**config.mk**
```make
export PLATFORM = sky130hd
export DESIGN_NAME = fpu_instr_issue_queue
export DESIGN_NICKNAME = d
export VERILOG_FILES = /design/src/rtl/fpu_instr_issue_queue.sv
export SDC_FILE = /design/constraint.sdc
export NUM_CORES = 1
export LEC_CHECK = 0
export CORE_ASPECT_RATIO = 2
export CORE_MARGIN = 2
export CORE_UTILIZATION = 40
export DETAILED_ROUTE_END_ITERATION = 8
export PLACE_DENSITY_LB_ADDON = 0.08
export SLEW_MARGIN = 20
export SYNTH_ARGS = -nofsm -noshare
export SYNTH_HDL_FRONTEND = slang
export SYNTH_SLANG_ARGS = --single-unit
```
**constraint.sdc**
```tcl
create_clock -name clk -period 4.4 [get_ports clk]
set_input_delay 0.44 -clock clk [delete_from_list [all_inputs] [get_ports clk]]
set_output_delay 0.44 -clock clk [all_outputs]
set_load 0.005 [all_outputs]
```
**src/rtl/fpu_instr_issue_queue.sv**
```systemverilog
// Instruction issue queue in front of decode: buffers host-written words and holds
// FP instructions until fpu_complete. Optional perf counters: FPU_ISSUE_PERF_CNT_EN.
module fpu_instr_issue_queue #(
    parameter int DEPTH        = 8,
    parameter int PTR_W        = 3,
    parameter int WAIT_TIMEOUT = 255
) (
    input  logic             clk,
    input  logic             rst_l,
    input  logic             wr_valid,
    input  logic [31:0]      wr_data,
    output logic             wr_ready,
    input  logic             flush,
    input  logic             halt_req,
    input  logic             fpu_complete,
    output logic [31:0]      Instruction,
    output logic             fpu_active,
    output logic [PTR_W:0]   q_count,
    output logic             q_empty,
    output logic             timeout_err,
    output logic [1:0]       state_dbg
`ifdef FPU_ISSUE_PERF_CNT_EN
    ,
    output logic [31:0]      perf_issued,
    output logic [31:0]      perf_stall
`endif
);

    typedef enum logic [1:0] {IDLE = 2'd0, ISSUE = 2'd1, WAIT = 2'd2, DONE = 2'd3} state_t;

    localparam logic [PTR_W:0]   FULL_CNT = (PTR_W+1)'(DEPTH);
    localparam logic [PTR_W:0]   CNT_ONE  = (PTR_W+1)'(1);
    localparam logic [PTR_W-1:0] PTR_ONE  = PTR_W'(1);
    localparam logic [7:0]       WAIT_LAST = 8'(WAIT_TIMEOUT - 1);

    state_t             state, state_d;
    logic [31:0]        mem [DEPTH];
    logic [PTR_W-1:0]   wr_ptr, rd_ptr;
    logic [31:0]        head, instr_d;
    logic [7:0]         wait_cnt, cnt_d;
    logic               active_d, timeout_set, push, pop;

    function automatic logic is_fp(input logic [6:0] opc);
        case (opc)
            7'b1010011, 7'b1000011, 7'b1000111, 7'b1001011,
            7'b1001111, 7'b0000111, 7'b0100111: is_fp = 1'b1;
            default:                             is_fp = 1'b0;
        endcase
    endfunction

    // Write handshake: a word transfers on a rising edge where wr_valid && wr_ready;
    // wr_ready depends only on occupancy, and a flush in the same cycle discards it.
    assign wr_ready  = (q_count != FULL_CNT);
    assign q_empty   = (q_count == '0);
    assign push      = wr_valid & wr_ready & ~flush;
    assign head      = mem[rd_ptr];
    assign state_dbg = state;

    // Storage carries no reset; validity is tracked entirely by the pointers.
    always_ff @(posedge clk) begin
        if (push) mem[wr_ptr] <= wr_data;
    end

    always_ff @(posedge clk or negedge rst_l) begin
        if (!rst_l) begin
            wr_ptr  <= '0;
            rd_ptr  <= '0;
            q_count <= '0;
        end else if (flush) begin
            wr_ptr  <= '0;
            rd_ptr  <= '0;
            q_count <= '0;
        end else begin
            if (push) wr_ptr <= wr_ptr + PTR_ONE;
            if (pop)  rd_ptr <= rd_ptr + PTR_ONE;
            if (push && !pop)      q_count <= q_count + CNT_ONE;
            else if (!push && pop) q_count <= q_count - CNT_ONE;
        end
    end

    always_ff @(posedge clk or negedge rst_l) begin
        if (!rst_l) begin
            state       <= IDLE;
            Instruction <= '0;
            fpu_active  <= 1'b0;
            wait_cnt    <= '0;
            timeout_err <= 1'b0;
        end else begin
            state       <= state_d;
            Instruction <= instr_d;
            fpu_active  <= active_d;
            wait_cnt    <= cnt_d;
            if (timeout_set) timeout_err <= 1'b1;
        end
    end

    always_comb begin
        state_d     = state;
        instr_d     = Instruction;
        active_d    = fpu_active;
        cnt_d       = wait_cnt;
        timeout_set = 1'b0;
        pop         = 1'b0;
        if (flush) begin
            state_d  = IDLE;
            instr_d  = '0;
            active_d = 1'b0;
            cnt_d    = '0;
        end else begin
            case (state)
                IDLE: begin
                    instr_d  = '0;
                    active_d = 1'b0;
                    cnt_d    = '0;
                    if (!q_empty && !halt_req) begin
                        pop     = 1'b1;
                        instr_d = head;
                        if (is_fp(head[6:0])) begin
                            state_d  = WAIT;
                            active_d = 1'b1;
                        end else begin
                            state_d  = ISSUE;
                        end
                    end
                end
                ISSUE: begin
                    state_d  = IDLE;
                    instr_d  = '0;
                    active_d = 1'b0;
                end
                WAIT: begin
                    // Completion wins over a timeout landing in the same cycle.
                    if (fpu_complete) begin
                        state_d = DONE;
                    end else if (wait_cnt == WAIT_LAST) begin
                        state_d     = IDLE;
                        instr_d     = '0;
                        active_d    = 1'b0;
                        cnt_d       = '0;
                        timeout_set = 1'b1;
                    end else begin
                        cnt_d = wait_cnt + 8'd1;
                    end
                end
                DONE: begin
                    state_d  = IDLE;
                    instr_d  = '0;
                    active_d = 1'b0;
                    cnt_d    = '0;
                end
                default: state_d = IDLE;
            endcase
        end
    end

`ifdef FPU_ISSUE_PERF_CNT_EN
    always_ff @(posedge clk or negedge rst_l) begin
        if (!rst_l) begin
            perf_issued <= '0;
            perf_stall  <= '0;
        end else begin
            if (pop) perf_issued <= perf_issued + 32'd1;
            if (state == WAIT || (state == IDLE && !q_empty && halt_req))
                perf_stall <= perf_stall + 32'd1;
        end
    end
`endif

endmodule

```
# Word level (Yosys, flattened, before mapping)
# Memories as Yosys holds them, arrays and structs flattened.
# Cells that the tools add are included.
dict set report classes {
  n_addsub 5
  n_eq_ne 16
  n_mux 41
  bitwise_logic 3
  n_reduce_logical 19
}
# operator n
set op_table {}
lappend op_table {{32-bit 2-to-1 mux} 4}
lappend op_table {{32-bit case mux with 3 select lines} 1}
lappend op_table {{7-bit == test (second input constant)} 5}
lappend op_table {{8-bit 2-to-1 mux} 3}
lappend op_table {{1-bit 2-to-1 mux} 18}
lappend op_table {{8-bit case mux with 2 select lines} 1}
lappend op_table {{3-bit 2-to-1 mux} 4}
lappend op_table {{4-bit 2-to-1 mux} 3}
lappend op_table {{2-bit 2-to-1 mux} 5}
lappend op_table {{3-bit inequality test (second input constant)} 3}
lappend op_table {{8-bit by 1-bit adder with 8-bit output (second input constant)} 1}
lappend op_table {{8-bit == test (second input constant)} 1}
lappend op_table {{4-bit inequality test (second input constant)} 2}
lappend op_table {{7-bit by 3-bit == test with 1-bit output (second input constant)} 1}
lappend op_table {{7-bit by 6-bit == test with 1-bit output (second input constant)} 1}
lappend op_table {{7-bit OR reduction} 1}
lappend op_table {{3-bit by 1-bit adder with 3-bit output (second input constant)} 2}
lappend op_table {{2-bit case mux with 3 select lines} 1}
lappend op_table {{2-bit AND reduction} 3}
lappend op_table {{3-bit nonzero test} 2}
lappend op_table {{4-bit by 1-bit adder with 4-bit output (second input constant)} 1}
lappend op_table {{2-bit == test (second input constant)} 2}
lappend op_table {{1-bit logical NOT} 4}
lappend op_table {{4-bit logical NOT} 1}
lappend op_table {{9 further kinds} 14}
dict set report totals {
  register_bits 54
  ram_bits 256
  in_bits 38
  output_inout_bits 42
  elab_cells 93
  mem_count 1
}
# memory depth word_bits read_ports rd_clocked_by_memory_dff write_ports line
set memory_table {}
lappend memory_table {mem 8 32 1 0 1 37} ;# logic [31:0] mem [DEPTH];

# Logic depth before layout (Yosys ltp)
# An unclocked memory read counts as a cell.
dict set report depth {
  ltp_word 11
  ltp_mapped 10
}

# Least setup slack after synthesis
# No wires, ideal clock.
dict set report synth_timing {
  kind {register to register}
  startpoint {register q_count[3]}
  endpoint {memory mem[0][0] (enable)}
  setup_ns 0.461
  arrival_time_ns 3.517
  required_ns 3.939
  path_slack_ns 0.422
  stages_incl_launch_ff 6
  n_path_buf 1
  synth_period_minus_slack_ns 3.978
  path_cell_list {dfrtp_1 > or4b_1 > clkbuf_1 > nand2_1 > or3_1 > nor3_1}
}
dict set report synth_between {
  elab_chain_cells 5
}
# element line
set synth_lines {}
lappend synth_lines {{start: declaration} 18} ;# output logic [PTR_W:0] q_count,
lappend synth_lines {{start signal: assignment} 76} ;# if (push && !pop) q_count <= q_count + CNT_ONE;
lappend synth_lines {{start signal: assignment} 77} ;# else if (!push && pop) q_count <= q_count - CNT_ONE;
lappend synth_lines {{4-bit inequality test} 53} ;# assign wr_ready = (q_count != FULL_CNT);
lappend synth_lines {{named net wr_ready} 12} ;# output logic wr_ready,
lappend synth_lines {{1-bit AND (2 in series)} 55} ;# assign push = wr_valid & wr_ready & ~flush;
lappend synth_lines {{1-bit 2-to-1 mux} 61} ;# if (push) mem[wr_ptr] <= wr_data;
lappend synth_lines {{1-bit 2-to-1 mux (not written as such)} 61}
lappend synth_lines {{end: declaration} 37}
# The timed path passes the listed nets, and every way through them passes these cells.

# Worst setup path after layout
dict set report layout_timing {
  startpoint {register q_count[1]}
  endpoint {register q_count[3]}
}
dict set report layout_between {
  elab_chain_cells 10
  elab_cells_between_ends 19
  classes_between {add/sub (2); eq/ne (1); mux (6); bitwise (2); reduce/logical (8)}
}
# element line
set layout_lines {}
lappend layout_lines {{4-bit logical NOT} 54} ;# assign q_empty = (q_count == '0);
lappend layout_lines {{1-bit logical NOT} 115} ;# if (!q_empty && !halt_req) begin
lappend layout_lines {{1-bit logical AND} 115}
lappend layout_lines {{1-bit 2-to-1 mux} 115}
lappend layout_lines {{1-bit 2-to-1 mux} 110} ;# case (state)
lappend layout_lines {{1-bit 2-to-1 mux} 104} ;# if (flush) begin
lappend layout_lines {{1-bit logical NOT} 76}
lappend layout_lines {{1-bit logical AND} 76}
lappend layout_lines {{4-bit 2-to-1 mux} 76}
lappend layout_lines {{4-bit 2-to-1 mux} 69} ;# end else if (flush) begin
# Parallel ways exist; a longest one is shown, timed or not. The select of a mux whose other input is x is not followed.
# A chain may end at the register's enable or synchronous reset.

==> summary.md <==
| Metric | Value |
|---|---|
| Status | `finished, final reports clean` |
| Arrival @ worst endpoint | `3.24 ns` |
| Initial Util | `40.8%` |
| Worst-skew pair later-pin latency | `0.55 ns` |
| HP Class | `input pin to async pin` |
| CP endpoint kind | `flip-flop` |
| Setup CP Type | `flip-flop to flip-flop` |
| Sequential area share after synthesis | `75.1%` |
| CTS Buf Count | `28` |
| Post-CTS Resized | `0` |
| H-tree lvl count | `1` |
| Root Buffer | `clkbuf_16` |
| Number of port buffers | `79` |
| Pin count of the biggest net entering global routing | `45` |
| Final setup viols | `0` |
| Crit path largest cell delay | `0.47 ns` |
| DRT antenna net count | `0` |
| CP Data Required Time | `4.86 ns` |
| Fin crit period | `2.78 ns` |
| Total Wirelength | `26,300 µm` |
| Most frequent cells in the layout | `256 x edfxtp_1, 78 x clkdlybuf4s50_1, 64 x mux4_2, 51 x dfrtp_1, 45 x nand2_1` |
| P per Cell Area | `505 nW/µm²` |
| Routed wl met3 | `862 µm` |
| HPWL Detailed | `16,100 µm` |
| Die H | `249 µm` |
| Syn Inst Count | `629` |
| Clk buf depth | `3` |
| Slew Limit Fails | `0` |
| Top-Level Pins | `80` |
| Area grow syn2layout | `18.4%` |
| Period Utilization, post-route | `63.2%` |
| Slowest cell on crit path | `nor4_2` |
| Vias in the first global route | `6,703` |
| CTS tree | `done` |
| Largest cells by area after synthesis | `edfxtp_1 64%, mux4_2 12%, dfrtp_1 11%` |
| Max layer used | `met4` |
| Chip Width | `127 µm` |
| Synth top area share | `63.9%` |
| # DRC | `0` |
| Post-Syn Area | `12,000 µm²` |
| Skew final | `0.00959 ns` |
| Ys Warns | `0` |
| WL met2 | `14,900 µm` |
| Initial DRC Count | `302` |
| Worst slew pin tran | `1.01 ns` |
| Fmax | `359 MHz` |
| Mapped Nets | `677` |
| Mean Syn Cell Area | `19.1 µm²` |
| Setup_tns | `0 ns` |
| Clk pin slew, worst setup/hold paths | `0.07 ns` |
| Layout cells sized above 1 | `18.3%` |
| Max_slew headroom | `32.4%` |
| Fin. Hold Viols | `0` |
| Unrepaired setup endpoints after global routing | `no` |
| Worst hold slack | `0.313 ns` |
| Vias | `5,974` |
| Post-layout nets | `774` |
| Die ar. | `31,600 µm²` |
| Routed vias/inst | `5.37` |
| Commonest non-fill, non-tap cell in the layout | `edfxtp_1` |
| Clock tree sinks | `310` |
| Biggest area consumer among synthesized cells | `edfxtp_1` |
| CP startpoint kind | `flip-flop` |
| Total of max-cap violations | `0` |
| All-Layer GR Usage | `17.0%` |
| Core ar. | `29,500 µm²` |
| Synthesized flop and latch total | `310` |
| Static leakage power | `4.62 nW` |
| Multi-input gate area | `2910 µm²` |
| Synth cell types | `42` |
| Fillers | `2,426` |
| Met1 Routed Length | `9730 µm` |
| CP Cell Sequence | `nor4_2 > nor3b_2 > or3_1 > ha_1 > a21o_1 > a21oi_1 > nor3_1 > o21ai_0 > nor3b_1` |
| Register area | `9050 µm²` |
| DRT Pass-1 Iters | `4` |
| CP Max Fanout | `8` |
| FP Rows | `89` |
| GP Congestion | `0.760` |
| Worst VDD drop | `0.324 mV` |
| Grt ovf | `0` |
| Initial antenna violation count | `0` |
| First-pass GRT wire length | `40,500 µm` |
| Routed length per instance | `23.6 µm` |
==> layer usage <==
metal / track usage, % / vias to the layer above
met5: 0 / -
met4: 5.93 / 0
met3: 2.00 / 45
met2: 32.5 / 125
met1: 19.1 / 3130
li1: - / 2674
==> per-stage QoR <==
step	cells	util, %	power [W]	cell area (µm²)	setup WS [ns]
global route	1111	48.3	0.00752	14200	1.39
global placement	1057	45.1	0.00494	13300	1.12
finish	1112	48.3	0.00719	14200	1.62
floorplan	629	-	0.00443	12000	0.422
detailed placement	1058	45.2	0.00497	13300	0.975
CTS	1110	48.2	0.00731	14200	1.53
==> area by class of cell <==
cell class                 count  share of cell area [%]
timing repair buffer          94                    6.55
clock buffer                  38                    5.40
sequential                   310                    63.5
tap                          364                    3.20
inverter                       8                   0.211
antenna                        1                  0.0176
clock inverter                13                   0.668
multi-input combinational    284                    20.4
==> synth_stat cells, drive strengths merged <==
| master | number |
|---|---|
| nor3b | 2 |
| buf | 11 |
| and2 | 1 |
| edfxtp | 256 |
| o21ai | 40 |
| or2 | 1 |
| nand2 | 45 |
| mux4 | 64 |
| dfrtp | 54 |
| and3 | 1 |
| nor2b | 1 |
| nand2b | 6 |
| mux2 | 2 |
| ha | 9 |
| o211ai | 1 |
| or3 | 3 |
| inv | 8 |
| o31ai | 1 |
| nand3b | 1 |
| o21a | 1 |
| a21oi | 7 |
| nor3 | 8 |
| nor4 | 2 |
| mux2i | 34 |
| or3b | 1 |
| nand4 | 3 |
| fa | 1 |
| clkbuf | 16 |
| nand3 | 7 |
| a31oi | 1 |
| a21o | 3 |
| nor2 | 22 |
| o32a | 1 |
| a211oi | 2 |
| xnor2 | 6 |
| or4b | 1 |
| xor2 | 6 |
==> what timing repair did <==
| action | in CTS | in global routing |
|---|---|---|
| buffers inserted | 0 | 0 |
| endpoints found under the hold margin | 12 | 0 |
| hold buffers | 1 | 0 |
==> critical path, delay by kind of cell (launching register included) <==
| family | cells | cell delay, ns |
|---|---|---|
| AND/OR/NAND/NOR | 5 | 1.38 |
| adder cells (fa/ha/maj) | 1 | 0.30 |
| AO/OA/AOI/OAI | 3 | 0.57 |
| flip-flops | 1 | 0.45 |
==> sequential cells by signal (all words and copies together) (netlist names) <==
register and cells:
state_dbg 2, wait_cnt 8, timeout_err 1, mem 256, q_count 4, wr_ptr 3, Instruction 32, rd_ptr 3
fpu_active 1
==> power breakdown <==
group	switching, W	total, W	internal, W
clock network	0.00105	0.00233	0.00129
registers	0.000177	0.00352	0.00334
logic	0.000623	0.00134	0.000720
total	0.00185	0.00719	0.00535
==> kinds of logic after synthesis <==
| group | Yosys count | synth area share [%] |
|---|---|---|
| buffers and inverters | 35 | 1.22 |
| multiplexers | 100 | 15.0 |
| adder cells (fa/ha/maj) | 10 | 1.10 |
| AND/OR/NAND/NOR | 105 | 4.09 |
| XOR/XNOR | 12 | 0.874 |
| AO/OA/AOI/OAI | 57 | 2.59 |
| flip-flops | 310 | 75.1 |
==> path summary, 6_finish.rpt <==
check	startpoint	end	slack [ns]	cells past startpoint
max	q_count[1]	q_count[3]	1.62	9
max reg2reg	q_count[1]	q_count[3]	1.62	9
min	rst_l	q_count[1]	0.31	2
min in group clk	Instruction[3]	Instruction[3]	0.48	2
min reg2reg	Instruction[3]	Instruction[3]	0.48	2
max in group asynchronous	rst_l	rd_ptr[1]	3.08	3
No activity file was read; power rests on OpenSTA's default activity.
